`src/rtl/e203_ifu_bpu_rfrd_arb_pkg.sv`:
```
// Shared widths, FSM encodings and arbitration defaults for the IFU
// rs1 read-port arbiter.
package e203_ifu_bpu_rfrd_arb_pkg;

   localparam int E203_RFIDX_W = 5;
   localparam int E203_XLEN    = 32;
   localparam int STARVE_MAX_D = 4;
   localparam int CNT_W_D      = 3;

   localparam logic [2:0] ST_IDLE     = 3'd0;
   localparam logic [2:0] ST_DEP_WAIT = 3'd1;
   localparam logic [2:0] ST_BPU_RD   = 3'd2;
   localparam logic [2:0] ST_DBG_RD   = 3'd3;
   localparam logic [2:0] ST_DBG_RSP  = 3'd4;

   typedef enum logic [2:0] {
      IDLE     = ST_IDLE,
      DEP_WAIT = ST_DEP_WAIT,
      BPU_RD   = ST_BPU_RD,
      DBG_RD   = ST_DBG_RD,
      DBG_RSP  = ST_DBG_RSP
   } rfrd_state_e;

endpackage

```
`src/rtl/e203_ifu_bpu_rfrd_arb_if.sv`:
```
// BPU, debug and regfile-port signals of the rs1 read arbiter.
// slave = the arbiter itself, master = requesters plus the regfile.
interface e203_ifu_bpu_rfrd_arb_if
   import e203_ifu_bpu_rfrd_arb_pkg::*;
#(
   parameter int RFIDX_W = E203_RFIDX_W,
   parameter int XLEN    = E203_XLEN
);
   logic               bpu_req;
   logic [RFIDX_W-1:0] bpu_req_idx;
   logic               bpu_dep;
   logic               bpu_flush;
   logic               bpu_wait;
   logic               bpu_rsp_vld;
   logic [XLEN-1:0]    bpu_rsp_data;

   logic               dbg_req_vld;
   logic               dbg_req_rdy;
   logic [RFIDX_W-1:0] dbg_req_idx;
   logic               dbg_rsp_vld;
   logic               dbg_rsp_rdy;
   logic [XLEN-1:0]    dbg_rsp_data;

   logic               rf_rd_ena;
   logic [RFIDX_W-1:0] rf_rd_idx;
   logic [XLEN-1:0]    rf_rd_data;

   modport slave (
      input  bpu_req, bpu_req_idx, bpu_dep, bpu_flush,
      output bpu_wait, bpu_rsp_vld, bpu_rsp_data,
      input  dbg_req_vld, dbg_req_idx, dbg_rsp_rdy,
      output dbg_req_rdy, dbg_rsp_vld, dbg_rsp_data,
      output rf_rd_ena, rf_rd_idx,
      input  rf_rd_data
   );

   modport master (
      output bpu_req, bpu_req_idx, bpu_dep, bpu_flush,
      input  bpu_wait, bpu_rsp_vld, bpu_rsp_data,
      output dbg_req_vld, dbg_req_idx, dbg_rsp_rdy,
      input  dbg_req_rdy, dbg_rsp_vld, dbg_rsp_data,
      input  rf_rd_ena, rf_rd_idx,
      output rf_rd_data
   );
endinterface

```
`src/rtl/e203_ifu_rfrd_starve_cnt.sv`:
```
// Saturating starvation counter: clear wins over increment, holds otherwise.
module e203_ifu_rfrd_starve_cnt #(
   parameter int MAX = 4,
   parameter int W   = 3
) (
   input  logic         clk,
   input  logic         rst,
   input  logic         clr,
   input  logic         inc,
   output logic [W-1:0] cnt,
   output logic         sat
);

   assign sat = (cnt == W'(MAX));

   always_ff @(posedge clk or posedge rst) begin
      if (rst)
         cnt <= '0;
      else if (clr)
         cnt <= '0;
      else if (inc && !sat)
         cnt <= cnt + W'(1);
   end

endmodule

```
`src/rtl/e203_ifu_bpu_rfrd_arb.sv`:
```
// Arbitrates the shared regfile rs1 read port between the BPU JALR-target
// read and debug abstract-command GPR reads, with debug anti-starvation.
module e203_ifu_bpu_rfrd_arb
   import e203_ifu_bpu_rfrd_arb_pkg::*;
#(
   parameter int RFIDX_W    = E203_RFIDX_W,
   parameter int XLEN       = E203_XLEN,
   parameter int STARVE_MAX = STARVE_MAX_D,
   parameter int CNT_W      = CNT_W_D
) (
   input  logic                          clk,
   input  logic                          rst,
   e203_ifu_bpu_rfrd_arb_if.slave        bus
);

   rfrd_state_e      state, state_nxt;
   logic [CNT_W-1:0] starve_cnt;
   logic             starve_sat;
   logic [XLEN-1:0]  dbg_data_r;
   logic             dbg_cap;
   logic             grant_st;
   logic             bpu_ok, dbg_win, bpu_win;
   logic             bpu_alive;

   // A dropped bpu_req is handled exactly like a flush.
   assign bpu_alive = bus.bpu_req & ~bus.bpu_flush;
   assign grant_st  = (state == IDLE) | (state == DEP_WAIT);
   assign bpu_ok    = bpu_alive & ~bus.bpu_dep;
   assign dbg_win   = grant_st & bus.dbg_req_vld & (~bpu_ok | starve_sat);
   assign bpu_win   = grant_st & bpu_ok & ~dbg_win;

   always_ff @(posedge clk or posedge rst) begin
      if (rst)
         state <= IDLE;
      else
         state <= state_nxt;
   end

   always_comb begin
      state_nxt        = state;
      bus.rf_rd_ena    = 1'b0;
      bus.rf_rd_idx    = '0;
      bus.dbg_req_rdy  = 1'b0;
      bus.bpu_rsp_vld  = 1'b0;
      bus.bpu_rsp_data = '0;
      bus.dbg_rsp_vld  = 1'b0;
      dbg_cap          = 1'b0;
      unique case (state)
         IDLE, DEP_WAIT: begin
            if (bpu_win) begin
               bus.rf_rd_ena = 1'b1;
               bus.rf_rd_idx = bus.bpu_req_idx;
               state_nxt     = BPU_RD;
            end else if (dbg_win) begin
               bus.rf_rd_ena   = 1'b1;
               bus.rf_rd_idx   = bus.dbg_req_idx;
               bus.dbg_req_rdy = 1'b1;
               state_nxt       = DBG_RD;
            end else if (bpu_alive) begin
               state_nxt = DEP_WAIT;
            end else begin
               state_nxt = IDLE;
            end
         end
         BPU_RD: begin
            bus.bpu_rsp_vld  = bpu_alive;
            bus.bpu_rsp_data = bus.rf_rd_data;
            state_nxt        = IDLE;
         end
         DBG_RD: begin
            dbg_cap   = 1'b1;
            state_nxt = DBG_RSP;
         end
         DBG_RSP: begin
            bus.dbg_rsp_vld = 1'b1;
            if (bus.dbg_rsp_rdy)
               state_nxt = IDLE;
         end
         default: state_nxt = IDLE;
      endcase
   end

   // IFU stays stalled until the cycle the response is actually delivered.
   assign bus.bpu_wait = bus.bpu_req & ~((state == BPU_RD) & ~bus.bpu_flush);

   always_ff @(posedge clk or posedge rst) begin
      if (rst)
         dbg_data_r <= '0;
      else if (dbg_cap)
         dbg_data_r <= bus.rf_rd_data;
   end
   assign bus.dbg_rsp_data = dbg_data_r;

   e203_ifu_rfrd_starve_cnt #(
      .MAX (STARVE_MAX),
      .W   (CNT_W)
   ) u_starve_cnt (
      .clk (clk),
      .rst (rst),
      .clr (bus.dbg_req_rdy),
      .inc (bus.dbg_req_vld & ~bus.dbg_req_rdy),
      .cnt (starve_cnt),
      .sat (starve_sat)
   );

endmodule
```
`src/flat_wrapper.sv`:
```
// flat-port wrapper written by rule: the top's interface ports become plain ports
module e203_ifu_bpu_rfrd_arb_flat import e203_ifu_bpu_rfrd_arb_pkg::*;
#(
   parameter int RFIDX_W    = E203_RFIDX_W,
   parameter int XLEN       = E203_XLEN,
   parameter int STARVE_MAX = STARVE_MAX_D,
   parameter int CNT_W      = CNT_W_D
)
  (clk, rst, bus_bpu_req, bus_bpu_req_idx, bus_bpu_dep, bus_bpu_flush, bus_bpu_wait, bus_bpu_rsp_vld, bus_bpu_rsp_data, bus_dbg_req_vld, bus_dbg_req_idx, bus_dbg_rsp_rdy, bus_dbg_req_rdy, bus_dbg_rsp_vld, bus_dbg_rsp_data, bus_rf_rd_ena, bus_rf_rd_idx, bus_rf_rd_data);
  e203_ifu_bpu_rfrd_arb_if #(.RFIDX_W(RFIDX_W), .XLEN(XLEN)) bus_i ();
  input  logic clk;
  input  logic rst;
  input wire logic [$bits(bus_i.bpu_req)-1:0] bus_bpu_req;
  input wire logic [$bits(bus_i.bpu_req_idx)-1:0] bus_bpu_req_idx;
  input wire logic [$bits(bus_i.bpu_dep)-1:0] bus_bpu_dep;
  input wire logic [$bits(bus_i.bpu_flush)-1:0] bus_bpu_flush;
  output wire logic [$bits(bus_i.bpu_wait)-1:0] bus_bpu_wait;
  output wire logic [$bits(bus_i.bpu_rsp_vld)-1:0] bus_bpu_rsp_vld;
  output wire logic [$bits(bus_i.bpu_rsp_data)-1:0] bus_bpu_rsp_data;
  input wire logic [$bits(bus_i.dbg_req_vld)-1:0] bus_dbg_req_vld;
  input wire logic [$bits(bus_i.dbg_req_idx)-1:0] bus_dbg_req_idx;
  input wire logic [$bits(bus_i.dbg_rsp_rdy)-1:0] bus_dbg_rsp_rdy;
  output wire logic [$bits(bus_i.dbg_req_rdy)-1:0] bus_dbg_req_rdy;
  output wire logic [$bits(bus_i.dbg_rsp_vld)-1:0] bus_dbg_rsp_vld;
  output wire logic [$bits(bus_i.dbg_rsp_data)-1:0] bus_dbg_rsp_data;
  output wire logic [$bits(bus_i.rf_rd_ena)-1:0] bus_rf_rd_ena;
  output wire logic [$bits(bus_i.rf_rd_idx)-1:0] bus_rf_rd_idx;
  input wire logic [$bits(bus_i.rf_rd_data)-1:0] bus_rf_rd_data;
  assign bus_i.bpu_req = bus_bpu_req;
  assign bus_i.bpu_req_idx = bus_bpu_req_idx;
  assign bus_i.bpu_dep = bus_bpu_dep;
  assign bus_i.bpu_flush = bus_bpu_flush;
  assign bus_bpu_wait = bus_i.bpu_wait;
  assign bus_bpu_rsp_vld = bus_i.bpu_rsp_vld;
  assign bus_bpu_rsp_data = bus_i.bpu_rsp_data;
  assign bus_i.dbg_req_vld = bus_dbg_req_vld;
  assign bus_i.dbg_req_idx = bus_dbg_req_idx;
  assign bus_i.dbg_rsp_rdy = bus_dbg_rsp_rdy;
  assign bus_dbg_req_rdy = bus_i.dbg_req_rdy;
  assign bus_dbg_rsp_vld = bus_i.dbg_rsp_vld;
  assign bus_dbg_rsp_data = bus_i.dbg_rsp_data;
  assign bus_rf_rd_ena = bus_i.rf_rd_ena;
  assign bus_rf_rd_idx = bus_i.rf_rd_idx;
  assign bus_i.rf_rd_data = bus_rf_rd_data;
  e203_ifu_bpu_rfrd_arb #(.RFIDX_W(RFIDX_W), .XLEN(XLEN), .STARVE_MAX(STARVE_MAX), .CNT_W(CNT_W)) u_core (.clk(clk), .rst(rst), .bus(bus_i));
endmodule
```
`config.mk`:
```
export PLATFORM = sky130hd
export DESIGN_NAME = e203_ifu_bpu_rfrd_arb_flat
export DESIGN_NICKNAME = d
export VERILOG_FILES = /design/src/rtl/e203_ifu_bpu_rfrd_arb_pkg.sv /design/src/rtl/e203_ifu_bpu_rfrd_arb_if.sv /design/src/rtl/e203_ifu_rfrd_starve_cnt.sv /design/src/rtl/e203_ifu_bpu_rfrd_arb.sv /design/src/flat_wrapper.sv
export SDC_FILE = /design/constraint.sdc
export NUM_CORES = 1
export LEC_CHECK = 0
export BUFFER_PORTS_ARGS = -buffer_cell sky130_fd_sc_hd__clkbuf_2
export CAP_MARGIN = 5
export CORE_MARGIN = 3
export CORE_UTILIZATION = 40
export CTS_CLUSTER_DIAMETER = 50
export DETAILED_ROUTE_END_ITERATION = 10
export GPL_ROUTABILITY_DRIVEN = 0
export PLACE_DENSITY = 0.77
export SLEW_MARGIN = 20
export SYNTH_ARGS = -nofsm -noshare
export SYNTH_HDL_FRONTEND = slang
export SYNTH_SLANG_ARGS = --single-unit
```
`constraint.sdc`:
```
create_clock -name clk -period 2.2 [get_ports clk]
set_clock_uncertainty 0.15 [all_clocks]
set_input_delay 0.11 -clock clk [delete_from_list [all_inputs] [get_ports clk]]
set_output_delay 0.11 -clock clk [all_outputs]
set_load 0.01 [all_outputs]
```
* Word level (Yosys, flattened, before mapping)
Index checks and enable logic that the tools add are counted. Widths: inputs -> output; s select.
Storage, ports and cells: flip-flop bits (word level) 38, memory bits (writable) 0, latch bits 0, output and inout port bits 74, input bits 49, memories kept 0, word-level logic and storage cells 51, ROM bits 0
Cells by class: divide/modulo/power cells 0, bitwise operators 17, multiply operators 0, shift-type cells 0, reduce and logical (&&, ||, !) cells 5, add/subtract/negate cells 1, mux-type cells 19, equal/unequal tests 6, order comparisons 0
Operators by type and width (number):
- $mux 32 | 1
- $mux 3 | 5
- $mux 5 | 3
- $and 1x1->1 | 9
- $mux 1 | 9
- $pmux 3 s3 | 1
- $eq 3x2->1 const B | 2
- $eq 3x3->1 const B | 2
- $not 1->1 | 6
- $add 3x1->3 const B | 1
- $eq 3x1->1 const B | 1
- $logic_not 3->1 | 1
- $ne 2x2->1 const B | 1
- $or 1x1->1 | 2
- $reduce_bool 2->1 | 1
- $reduce_or 2->1 | 1
- $logic_and 1x1->1 | 1
- $logic_not 1->1 | 1

* Depth between registers and ports, before layout
word-level depth 15, depth in mapped cells 5, depth with buffers taken out 5

* Modules after synthesis
From an unflattened synthesis, not the netlist that was laid out.
Second synthesis, totals: cell total of the unflattened synthesis 165, area total of the unflattened synthesis 2045.7 um2
By module, submodules not included:
- e203_ifu_bpu_rfrd_arb | cells each 146, times used 1, sequential area each 875.8 um2, area each 1849.3 um2
- e203_ifu_rfrd_starve_cnt | cells each 19, times used 1, sequential area each 75.1 um2, area each 196.4 um2

* Worst setup path before layout
No wires, ideal clock.
path type register -> output, start point register u_core.state[1], end point output port bus_rf_rd_ena, slack 0.692 ns, stages on the path, launching flop included 4, buffers on the path 1, arrival 1.248 ns, data required time 1.940 ns, cells stage by stage dfrtp_1 > nor2_1 > buf_2 > a21boi_0
Between the ends: longest elaborated chain between the ends 8, elaborated cells on any way between the ends 12, classes of those cells eq/ne: 1; mux: 3; bitwise: 6; reduce/logical: 2
RTL lines:
- start: declaration | line e203_ifu_bpu_rfrd_arb.sv:16 | rfrd_state_e state, state_nxt;
- start signal: assignment | line e203_ifu_bpu_rfrd_arb.sv:36 | state <= state_nxt;
- $eq 3x1->1 / $logic_not 3->1 (equally long branches) | line e203_ifu_bpu_rfrd_arb.sv:27, e203_ifu_bpu_rfrd_arb.sv:48
- $or 1x1->1 | line e203_ifu_bpu_rfrd_arb.sv:27 | assign grant_st = (state == IDLE) | (state == DEP_WAIT);
- $and 1x1->1 (2 in series) | line e203_ifu_bpu_rfrd_arb.sv:29 | assign dbg_win = grant_st & bus.dbg_req_vld & (~bpu_ok | starve_sat);
- $not 1->1 | line e203_ifu_bpu_rfrd_arb.sv:30 | assign bpu_win = grant_st & bpu_ok & ~dbg_win;
- $and 1x1->1 | line e203_ifu_bpu_rfrd_arb.sv:30
- $mux 1 | line e203_ifu_bpu_rfrd_arb.sv:50 | if (bpu_win) begin
- $mux 1 * | line e203_ifu_bpu_rfrd_arb.sv:48 | unique case (state)
- end: declaration | line flat_wrapper.sv:26 | output wire logic [$bits(bus_i.rf_rd_ena)-1:0] bus_rf_rd_ena;
Every way passes the cells marked *; elsewhere a longest branch is shown, timed or not.

* Final worst setup path
start point input port bus_bpu_dep, end point output port bus_rf_rd_idx[1]
Between the ends: longest elaborated chain between the ends 9, elaborated cells on any way between the ends 11, classes of those cells mux: 3; bitwise: 8
RTL lines:
- start: declaration | line flat_wrapper.sv:15 | input wire logic [$bits(bus_i.bpu_dep)-1:0] bus_bpu_dep;
- $not 1->1 * | line e203_ifu_bpu_rfrd_arb.sv:28 | assign bpu_ok = bpu_alive & ~bus.bpu_dep;
- $and 1x1->1 * | line e203_ifu_bpu_rfrd_arb.sv:28
- $not 1->1 | line e203_ifu_bpu_rfrd_arb.sv:29
- $or 1x1->1 | line e203_ifu_bpu_rfrd_arb.sv:29
- $and 1x1->1 | line e203_ifu_bpu_rfrd_arb.sv:29
- $not 1->1 | line e203_ifu_bpu_rfrd_arb.sv:30
- $and 1x1->1 | line e203_ifu_bpu_rfrd_arb.sv:30
- $mux 5 * | line e203_ifu_bpu_rfrd_arb.sv:50
- $mux 5 * | line e203_ifu_bpu_rfrd_arb.sv:48
- end: declaration | line flat_wrapper.sv:27 | output wire logic [$bits(bus_i.rf_rd_idx)-1:0] bus_rf_rd_idx;
Marked as above.

==> summary.md <==
| Metric | Value |
|---|---|
| Outcome | `finished, final reports clean` |
| DPL Wire Length | `3420 µm` |
| Most Used Layer, Global Route | `met2` |
| Peak supply drop | `598 µV` |
| Final worst path period need | `between 2 and 2.5 ns` |
| CTS HTree Levels | `2` |
| Top cell type's share of synthesized area | `between 50 and 60%` |
| Pwr Total | `3.13 mW` |
| WL final | `5160 µm` |
| Gr ovfl total | `0` |
| Final setup violation count | `0` |
| Final max-slew violation count | `0` |
| Die area | `5570 µm²` |
| Setup crit start kind | `input port` |
| Synth Warn # | `0` |
| CTS root buf | `clkbuf_8` |
| Avg WL per Cell | `13.6 µm` |
| Power Dens Cells | `1040 nW/µm²` |
| Final worst-path cycle share | `between 90% and 100%` |
| Largest net degree at the start of global routing | `39` |
| Final ANT Viol Nets | `0` |
| Worst slew pin tran | `0.486 ns` |
| FMAX | `0.496 GHz` |
| Worst Path Max Fanout | `6` |
| Most common cell in the netlist | `dfrtp_1` |
| GRT Overall Usage | `18.7%` |
| Synth top cells by count | `38 x dfrtp_1, 33 x and2_1, 33 x mux2_2` |
| Starting DRT DRC Count | `58` |
| Seq pwr share | `38.7%` |
| Vias per cell | `4.76` |
| Clk pwr share | `17.5%` |
| Fin nets | `377` |
| Initial Util | `between 40% and 50%` |
| Die Ht | `between 70 and 80 µm` |
| PostCTS Resize Cnt | `0` |
| Syn_area_per_cell | `11.5 µm²` |
| Synth Flop Type | `dfrtp_1` |
| Antenna violations before repair | `0` |
| LEAKAGE | `around 1.6 nW` |
| Ports | `123` |
| Hold WS | `approximately 0.051 ns` |
| Via count | `~1800` |
| Net Sw Power | `1.06 mW` |
| Vias in the first global route | `1838` |
| DR DRC count | `0` |
| Min-delay worst type | `input port to flop` |
| N_diodes | `0` |
| Met2 usage | `between 30% and 40%` |
| EDFF count, synth | `0` |
| CTS tree | `yes` |
| Layout Utilization | `68.1%` |
| Max-cap check violation count | `0` |
| Core area | `4440 µm²` |
| Int Power | `2.07 mW` |
| Final instance area | `3030 µm²` |
| Cts bufs inserted | `5` |
| Switch share | `roughly a third` |
| P&R area growth vs syn | `60.7%` |
| Row count | `24` |
| TNS Setup | `0 ns` |
| Worst-path clk slew | `0.07 ns` |
| Slew Limit Headroom | `67.6%` |
| Met1 GRT Util | `18.8%` |
| Cell taking the most area after synthesis | `dfrtp_1` |
| Logic pwr share | `43.9%` |
| CP Data Arrival Time | `1.76 ns` |
| Layout cells sized above 1 | `52.6%` |
| Die extent in x | `74.6 µm` |
| Worst Path Required | `1.94 ns` |
| Syn Inst Count | `164` |
| #FFs+latches synth | `38` |
| Final hold vios | `0` |
| Crit. End Element | `primary output` |
| Global-route wire length before repair | `7910 µm` |
| Synth cell types | `29` |
| Net Count, Synth | `around 220` |
| Worst-Skew Late Latency | `0.28 ns` |
| Async S/R FF share, synth | `100%` |
| CTS max path bufs | `2` |
| CTS Sinks | `38` |
| Post-synthesis sequential area ratio | `50.5%` |
| RSZ-0062 raised after global routing | `false` |
| Synth Cell Area | `around 1900 µm²` |
| DR pass1 iterations | `4` |
| Fill count | `346` |
| Met3 Track Usage GR | `5.61%` |
| Main area contributors after synthesis | `dfrtp_1 50%, mux2_2 20%, and2_1 11%, o22ai_1 1.7%, nand2_1 1.6%` |
| Port bufs | `122` |
| DP Area | `~2600 µm²` |
| Critical path type | `input port to primary output` |
==> cells by family after synthesis <==
family,after synthesis,synth area share (%)
and+or+nand+nor,59,18.5
DFF,38,50.5
buffers and inverters,14,3.52
muxes,33,19.7
AOI/OAI and AO/OA,18,6.51
adders and majority gates,2,1.33
==> path summary, 6_finish.rpt <==
check / slack (ns) / cells after the start / start / endpoint
setup / recovery: 0.18 / 6 / bus_bpu_dep / bus_rf_rd_idx[1]
hold / removal: 0.05 / 2 / bus_dbg_req_vld / u_core.u_starve_cnt.cnt[2]
setup reg to reg: 0.73 / 3 / u_core.state[2] / u_core.bus.dbg_rsp_data[12]
hold reg to reg: 0.35 / 1 / u_core.bus.dbg_rsp_data[14] / u_core.bus.dbg_rsp_data[14]
max in group asynchronous: 1.21 / 4 / rst / u_core.bus.dbg_rsp_data[24]
min in group asynchronous: 0.34 / 4 / rst / u_core.bus.dbg_rsp_data[1]
==> per-stage QoR <==
stage / std cells / setup WS (ns)
5_1_grt: 379 / 0.0938
4_1_cts: 379 / 0.207
3_3_place_gp: 335 / 0.606
3_5_place_dp: 335 / 0.595
6_report: 379 / 0.183
2_1_floorplan: 164 / 0.692
==> layout make-up <==
| class | instances | area [µm²] | area share (%) |
|---|---|---|---|
| Timing Repair Buffer | 164 | 1020 | 33.6 |
| Multi-Input combinational cell | 112 | 867 | 28.6 |
| Clock buffer | 8 | 110 | 3.64 |
| Inverter | 5 | 18.8 | 0.620 |
| Sequential cell | 38 | 951 | 31.4 |
| Tap cell | 52 | 65.1 | 2.15 |
==> state kept, by name, indices dropped and copies added (netlist names) <==
register and cells:
u_core.u_starve_cnt.cnt 3, u_core.state 3, u_core.bus.dbg_rsp_data 32
==> layout by cell type, fill, tap and decap left out <==
cell           count
or3b_2             1
nand3b_1           2
and2_1            33
dlygate4sd3_1     36
nor4_1             1
nand3_1            5
clkbuf_2         122
clkbuf_8           8
a21boi_0           3
a21o_1             1
nor2_1             4
a31o_1             1
a32o_1             1
or3b_1             1
buf_4              6
dfrtp_1           38
o21a_1             1
a31oi_1            1
nor3b_2            1
o21ai_0            3
a22o_1             1
inv_1              5
nor2_2             1
ha_1               2
o22ai_1            5
and3_1             1
or2b_1             1
a21oi_1            1
mux2_2            33
nand2_1            8
==> worst max-delay path, stage by stage <==
cell           delay (ns)
dlygate4sd3_1        0.55
clkbuf_2             0.12
or3b_1               0.46
a21o_1               0.25
o22ai_1              0.12
clkbuf_2             0.15
==> power by group through the flow <==
stage                     Clock, mW  Sequential [mW]  Combinational, mW
after floorplan                   0             1.35              0.621
after global placement            0             1.20               1.31
after detailed placement          0             1.23               1.34
after CTS                     0.567             1.21               1.39
after global routing          0.597             1.26               1.51
final                         0.547             1.21               1.38
==> timing repair <==
item	CTS	global route
hold buffers	36	0
endpoints found under the hold margin	72	0
setup buffers	0	0
==> routing by layer <==
| metal | up-vias | part of all wire (%) |
|---|---|---|
| met1 | 840 | 36 |
| met3 | 5 | 7.7 |
| met2 | 77 | 56 |
| li1 | 882 | - |
| met5 | - | 0 |
| met4 | 0 | 0.66 |
No activity file was read; power rests on OpenSTA's default activity.
